**src/rtl/vgpr_wr_burst_sequencer.sv**
```systemverilog
// Write-side initiator for the banked VGPR file: splits multi-dword bursts into wr1 beats
// and registers ALU single writes onto wr0. Optional hold-on-overlap via VGPR_WR_COLLISION_CHECK_EN.
module vgpr_wr_burst_sequencer #(
   parameter int unsigned MAX_DW = 16,
   parameter int unsigned AW     = 10
) (
   input  logic                  clk,
   input  logic                  rst,
   input  logic                  req_valid,
   output logic                  req_ready,
   input  logic [AW-1:0]         req_addr,
   input  logic [4:0]            req_len,
   input  logic [32*MAX_DW-1:0]  req_data,
   input  logic                  alu_wr_en,
   input  logic [AW-1:0]         alu_wr_addr,
   input  logic [31:0]           alu_wr_data,
   output logic                  wr0_en,
   output logic [AW-1:0]         wr0_addr,
   output logic [31:0]           wr0_data,
   output logic [3:0]            wr1_en,
   output logic [AW-1:0]         wr1_addr,
   output logic [127:0]          wr1_data,
   output logic                  burst_done,
   output logic                  wr_collision
);

   localparam int unsigned BW = 32 * MAX_DW;

   typedef enum logic {IDLE, BURST} state_t;

   state_t          state_q, state_d;
   logic [AW-1:0]   rem_addr_q, rem_addr_d;
   logic [4:0]      rem_len_q, rem_len_d;
   logic [BW-1:0]   buf_q, buf_d;
   logic            zdone_q, zdone_d;
   logic            wr0_en_q;
   logic [AW-1:0]   wr0_addr_q;
   logic [31:0]     wr0_data_q;
   logic [2:0]      adv;
   logic            hold;

   assign adv = (rem_len_q >= 5'd4) ? 3'd4 :
                (rem_len_q >= 5'd2) ? 3'd2 : 3'd1;

`ifdef VGPR_WR_COLLISION_CHECK_EN
   // Offset of the pending ALU write from the beat base; modular subtraction handles wrap.
   logic [AW-1:0] ovl_off;
   assign ovl_off = wr0_addr_q - rem_addr_q;
   assign hold    = (state_q == BURST) && wr0_en_q && (ovl_off < AW'(adv));
`else
   assign hold    = 1'b0;
`endif

   assign wr_collision = hold;
   assign wr0_en       = wr0_en_q;
   assign wr0_addr     = wr0_addr_q;
   assign wr0_data     = wr0_data_q;

   always_ff @(posedge clk or posedge rst) begin
      if (rst) begin
         state_q    <= IDLE;
         rem_addr_q <= '0;
         rem_len_q  <= '0;
         buf_q      <= '0;
         zdone_q    <= 1'b0;
         wr0_en_q   <= 1'b0;
         wr0_addr_q <= '0;
         wr0_data_q <= '0;
      end else begin
         state_q    <= state_d;
         rem_addr_q <= rem_addr_d;
         rem_len_q  <= rem_len_d;
         buf_q      <= buf_d;
         zdone_q    <= zdone_d;
         wr0_en_q   <= alu_wr_en;
         wr0_addr_q <= alu_wr_addr;
         wr0_data_q <= alu_wr_data;
      end
   end

   always_comb begin
      state_d    = state_q;
      rem_addr_d = rem_addr_q;
      rem_len_d  = rem_len_q;
      buf_d      = buf_q;
      zdone_d    = 1'b0;
      req_ready  = 1'b0;
      wr1_en     = '0;
      wr1_addr   = '0;
      wr1_data   = '0;
      burst_done = zdone_q;
      case (state_q)
         IDLE: begin
            req_ready = ~rst;
            if (req_valid) begin
               if (req_len != 5'd0) begin
                  rem_addr_d = req_addr;
                  rem_len_d  = req_len;
                  buf_d      = req_data;
                  state_d    = BURST;
               end else begin
                  zdone_d = 1'b1;
               end
            end
         end
         BURST: begin
            if (!hold) begin
               wr1_addr = rem_addr_q;
               case (adv)
                  3'd4: begin
                     wr1_en   = 4'b1111;
                     wr1_data = buf_q[127:0];
                  end
                  3'd2: begin
                     wr1_en   = 4'b0011;
                     wr1_data = {64'b0, buf_q[63:0]};
                  end
                  default: begin
                     wr1_en   = 4'b0001;
                     wr1_data = {96'b0, buf_q[31:0]};
                  end
               endcase
               rem_addr_d = rem_addr_q + AW'(adv);
               rem_len_d  = rem_len_q - 5'(adv);
               buf_d      = buf_q >> {adv, 5'b0};
               if (rem_len_q == 5'(adv)) begin
                  burst_done = 1'b1;
                  state_d    = IDLE;
               end
            end
         end
         default: state_d = IDLE;
      endcase
   end

endmodule

```
**config.mk**
```make
export PLATFORM = sky130hd
export DESIGN_NAME = vgpr_wr_burst_sequencer
export DESIGN_NICKNAME = d
export VERILOG_FILES = /design/src/rtl/vgpr_wr_burst_sequencer.sv
export SDC_FILE = /design/constraint.sdc
export NUM_CORES = 2
export LEC_CHECK = 0
export CORE_MARGIN = 3
export CORE_UTILIZATION = 40
export CTS_CLUSTER_DIAMETER = 200
export DETAILED_ROUTE_END_ITERATION = 8
export DONT_BUFFER_PORTS = 1
export GPL_TIMING_DRIVEN = 0
export PLACE_DENSITY = 0.61
export SYNTH_ARGS = -nofsm -noshare
export SYNTH_HDL_FRONTEND = slang
export SYNTH_SLANG_ARGS = --single-unit
export TNS_END_PERCENT = 30
```
**constraint.sdc**
```tcl
create_clock -name clk -period 28.6 [get_ports clk]
set_input_delay 8.58 -clock clk [delete_from_list [all_inputs] [get_ports clk]]
set_output_delay 8.58 -clock clk [all_outputs]
set_load 0.02 [all_outputs]
```
After elaboration in Yosys (flattened, before gate mapping). Index checks and enable logic that the tools add are counted.

Output and inout port bits: 188. Input port bits: 573. Bits in registers: 572. Logic and storage cells: 48.

Reductions and logical operators: 2. Shifts and indexed selects: 1. Order comparisons: 2. Multiplexer cells: 26. Add/subtract/negate cells: 2. Bitwise logic cells: 2. Equal/unequal tests: 5.

Operator list (number): $mux W512 (2); $pmux W512 S2 (1); $shr A512 B8 Y512 (1); $pmux W128 S2 (1); $mux W128 (1); $mux W10 (3); $pmux W10 S2 (1); $add A10 B3 Y10 (1); $mux W5 (2); $pmux W5 S2 (1); $mux W1 (9); $pmux W4 S2 (1); $eq A5 B3 Y1 (1); $ge A5 B2 Y1 const B (1); $ge A5 B3 Y1 const B (1); $reduce_bool A5 Y1 (1); $sub A5 B3 Y5 (1); $mux W4 (1); $ne A2 B2 Y1 const B (2); $eq A3 B2 Y1 const B (1); $eq A3 B3 Y1 const B (1); $mux W3 (1); $mux W2 (1); $not A1 Y1 (2); 2 further kinds (2).

Logic depth before layout (Yosys ltp).
Depth after elaboration: 6. Depth in mapped cells: 12. Mapped depth without buffers: 10.

Least setup slack after synthesis. Ideal clock, no wire load.

Kind: input -> output. From: input rst. To: output req_ready. Setup slack: 11.160 ns. Buffers on the path: 0. Stages: 1. Arrival time: 8.860 ns. Required time: 20.020 ns. Cell sequence: nor2_1.

Longest elaborated chain between the ends: 2.

RTL lines: from (decl) (line 8) `input logic rst,`; $not A1 Y1 (line 94) `req_ready = ~rst;`; $mux W1 (line 92) `case (state_q)`; to (decl) (line 10) `output logic req_ready,`.

Every way passes these cells.

Worst setup path in the final report. Ends and elaborated chain as after synthesis.

==> results.sh <==
export IMPL_synth_fa_ha_area_frac=0.00309
export IMPL_synth_compound_area_share=0.178
export IMPL_dieArea_mm2=0.0856
export IMPL_muxShareOfSynthArea=0.159
export IMPL_clockBufferDepth=3
export IMPL_post_drt_wl_per_cell_um=38.6
export IMPL_cp_max_fo=2
export IMPL_async_flop_share=1.00
export IMPL_clkSinkCount=572
export IMPL_clkLatencyLatePin_ps=630
export IMPL_timing_hold_ws_ps=472
export IMPL_power_leakage_nw=16.2
export IMPL_hold_viol=0
export IMPL_worstReg2RegEnd="rem_len_q[4]$_DFFE_PP0P_"
export IMPL_grt_usage=0.421
export IMPL_chipHeight_um=292
export IMPL_cts_resized=0
export IMPL_htree_levels=3
export IMPL_globalplace_congestion=1.03
export IMPL_syn_inst=3535
export IMPL_postSynthAreaPerCell_um2=9.29
export IMPL_rows=104
export IMPL_grt_max_degree=124
export IMPL_dr_first_iter_drc_count=4105
export IMPL_first_global_vias=30800
export IMPL_synth_area_mm2=0.0328
export IMPL_max_cap_violations=1
export IMPL_critPathBufInv=0
export IMPL_initial_core_util=0.406
export IMPL_synth_nets=4114
export IMPL_reg2reg_depth=11
export IMPL_ys_warn_count=0
export IMPL_cts_tree="yes"
export IMPL_yosys_area_share_simple=0.175
export IMPL_drc=0
export IMPL_crit_arrival_ps=8870
export IMPL_reg2reg_from="rem_len_q[1]$_DFFE_PP0P_"
export IMPL_vias_per_cell=6.55
export IMPL_synth_edf_count=0
export IMPL_critPathKind="input pin to output port"
export IMPL_ys_seq_area_frac=0.436
export IMPL_rrSetupSlack_ps=24640
export IMPL_synth_ff_type="dfrtp_1"
export IMPL_nets=4192
export IMPL_antenna_found_initial=94
export IMPL_coreArea_mm2=0.0809
export IMPL_layout_setup_ws_ps=11150
export IMPL_place_area_mm2=0.0343
export IMPL_clock_tree_root_cell="clkbuf_16"
export IMPL_worst_setup_path_end_kind="output port"
export IMPL_critPathLaunchType="input pin"
export IMPL_grt_overflow_total=0
export IMPL_grt_pass1_wl_um=253000
export IMPL_dr_total_vias=31600
export IMPL_endpoint="req_ready"
export IMPL_antenna_left=0
export IMPL_period_share=0.610
export IMPL_hp_class="register to register"
export IMPL_dp_hpwl_um=153000
export IMPL_rsz0062_at_grt="no"
export IMPL_ys_types=60
export IMPL_worst_endpoint_required_ps=20020
export IMPL_status="finished with violations"
export IMPL_cts_hold_buf=0
export IMPL_cp_depth=1
export IMPL_drive_gt1_frac=0.0916
export IMPL_io_buffer_count=0
export IMPL_synth_top_family_by_area="compound AO/OA/AOI/OAI gates"
export IMPL_ios=761
export IMPL_min_period_ps=17450
export IMPL_numCtsBuffers=70
export IMPL_ys_seq_elements=572
export IMPL_syn_to_final_growth_pct=12.9
export IMPL_path_cells="nor2_1"
export IMPL_violations="max-capacitance violations"
export IMPL_skew_ps=23.4
export IMPL_post_cts_buffers=0
export IMPL_slowest_delay_ps=290
export IMPL_seqCellArea_mm2=0.0143
export IMPL_crit_path_top_delay_cell="nor2_1"
export IMPL_multi_input_area_mm2=0.0170
export IMPL_ir_drop_mv=0.0537
export IMPL_crit_start="rst"
export IMPL_finalSetupViolCount=0
export IMPL_die_w_um=292
export IMPL_dr_pass1_iters=7
export IMPL_pre_cts_slack_ps=11150
export IMPL_cp_top_family="simple AND/OR/NAND/NOR gates"
export IMPL_drt_wl_total_um=186000
export IMPL_fillers=7972
export IMPL_finalInstanceArea_mm2=0.0371
export IMPL_path_clk_slew_ps=60
export IMPL_relSlewSlack=0.00669
export IMPL_fmax_mhz=57.3
export IMPL_powerDensity_mw_per_mm2=118
export IMPL_drv_slew=0
export IMPL_synth_xor_area_frac=0.00133
export IMPL_tightest_slew_ps=1490
-- stage by stage --
stage               utilization  setup TNS [ps]  std cells  total power [mW]
CTS                       0.455               0       4727              4.29
detailed placement        0.424               0       4600              3.30
global route              0.457               0       4785              4.50
floorplan                     -               0       3535              2.56
global placement          0.422        -1974270       4595              3.27
finish                    0.458               0       4815              4.37
-- kinds of logic (layout without fill, tap and decap cells) --
logic type               count (synthesis)  in the layout
XOR/XNOR                                 5              5
adder cells (fa/ha/maj)                  7              7
other                                    1             88
AND/OR/NAND/NOR                       1332           1332
AO/OA/AOI/OAI                          749            749
flip-flops                             572            572
multiplexers                           520            520
buffers and inverters                  349            482
-- layout by cell type (no fill, tap or decap), drive strengths merged, types with 37 or more instances in the layout --
master,synthesis,final
and3,99,99
o221a,108,108
o22ai,37,37
buf,180,186
diode,0,87
mux2i,520,520
dfrtp,572,572
nand3,256,256
a22oi,49,49
clkbuf,159,252
and2,41,41
o21ai,78,78
nand2,884,884
o211ai,367,367
-- flip-flops by register name (all words and copies together) (netlist names) --
signal / count
buf_q: 512
wr0_data: 32
rem_addr_q: 10
wr0_addr: 10
rem_len_q: 5
state_q: 1
wr0_en: 1
zdone_q: 1
-- final cells by class --
cell class                      count  area share
Timing Repair Buffer                6     0.00412
Inverter                           10     0.00125
Clock buffer                       93      0.0542
Clock inverter                     34      0.0140
Sequential cell                   572       0.386
Tap cell                         1060      0.0358
Antenna cell                       87     0.00587
Multi-Input combinational cell   2614       0.457
Buffer                            339      0.0412
-- synth_stat cells (5+ instances only) --
library cell	n	area share
nand2_1	884	0.10
dfrtp_1	572	0.44
mux2i_1	520	0.16
o211ai_1	367	0.084
nand3_1	256	0.039
clkbuf_1	159	0.018
buf_2	154	0.023
and3_1	99	0.019
o221a_1	90	0.031
o21ai_0	77	0.012
a22oi_1	49	0.011
and2_1	41	0.0078
o22ai_1	37	0.0071
a22o_1	33	0.0088
nor2_1	25	0.0029
a21oi_1	19	0.0029
o221a_2	18	0.0062
a2bb2oi_1	15	0.0040
a31o_2	13	0.0035
buf_1	12	0.0014
buf_4	12	0.0027
inv_1	7	0.00080
nor3_1	6	0.00091
a31oi_1	5	0.00095
o221ai_1	5	0.0013
xnor2_1	5	0.0013
-- per-layer routing --
layer / track usage / routed length (um)
met5: 0 / 185
met3: 0.150 / 22600
met1: 0.473 / 63500
met4: 0.268 / 12500
met2: 0.681 / 87100
-- power by group --
group	total, mW	internal (mW)	switching, mW
Sequential	1.36	1.02	0.339
Combinational	2.01	0.696	1.31
Clock	0.999	0.598	0.401
-- worst min path at each step --
stage / startpoint / end / slack (ps) / cells past startpoint
after global routing: buf_q[18]$_DFFE_PP0P_ / buf_q[18]$_DFFE_PP0P_ / 490 / 2
after CTS: buf_q[3]$_DFFE_PP0P_ / buf_q[3]$_DFFE_PP0P_ / 470 / 2
after floorplan: buf_q[11]$_DFFE_PP0P_ / buf_q[11]$_DFFE_PP0P_ / 440 / 2
final: buf_q[3]$_DFFE_PP0P_ / buf_q[3]$_DFFE_PP0P_ / 470 / 2
after global placement: buf_q[11]$_DFFE_PP0P_ / buf_q[11]$_DFFE_PP0P_ / 450 / 2
after detailed placement: buf_q[3]$_DFFE_PP0P_ / buf_q[3]$_DFFE_PP0P_ / 460 / 2
(Power assumes the default switching activity.)
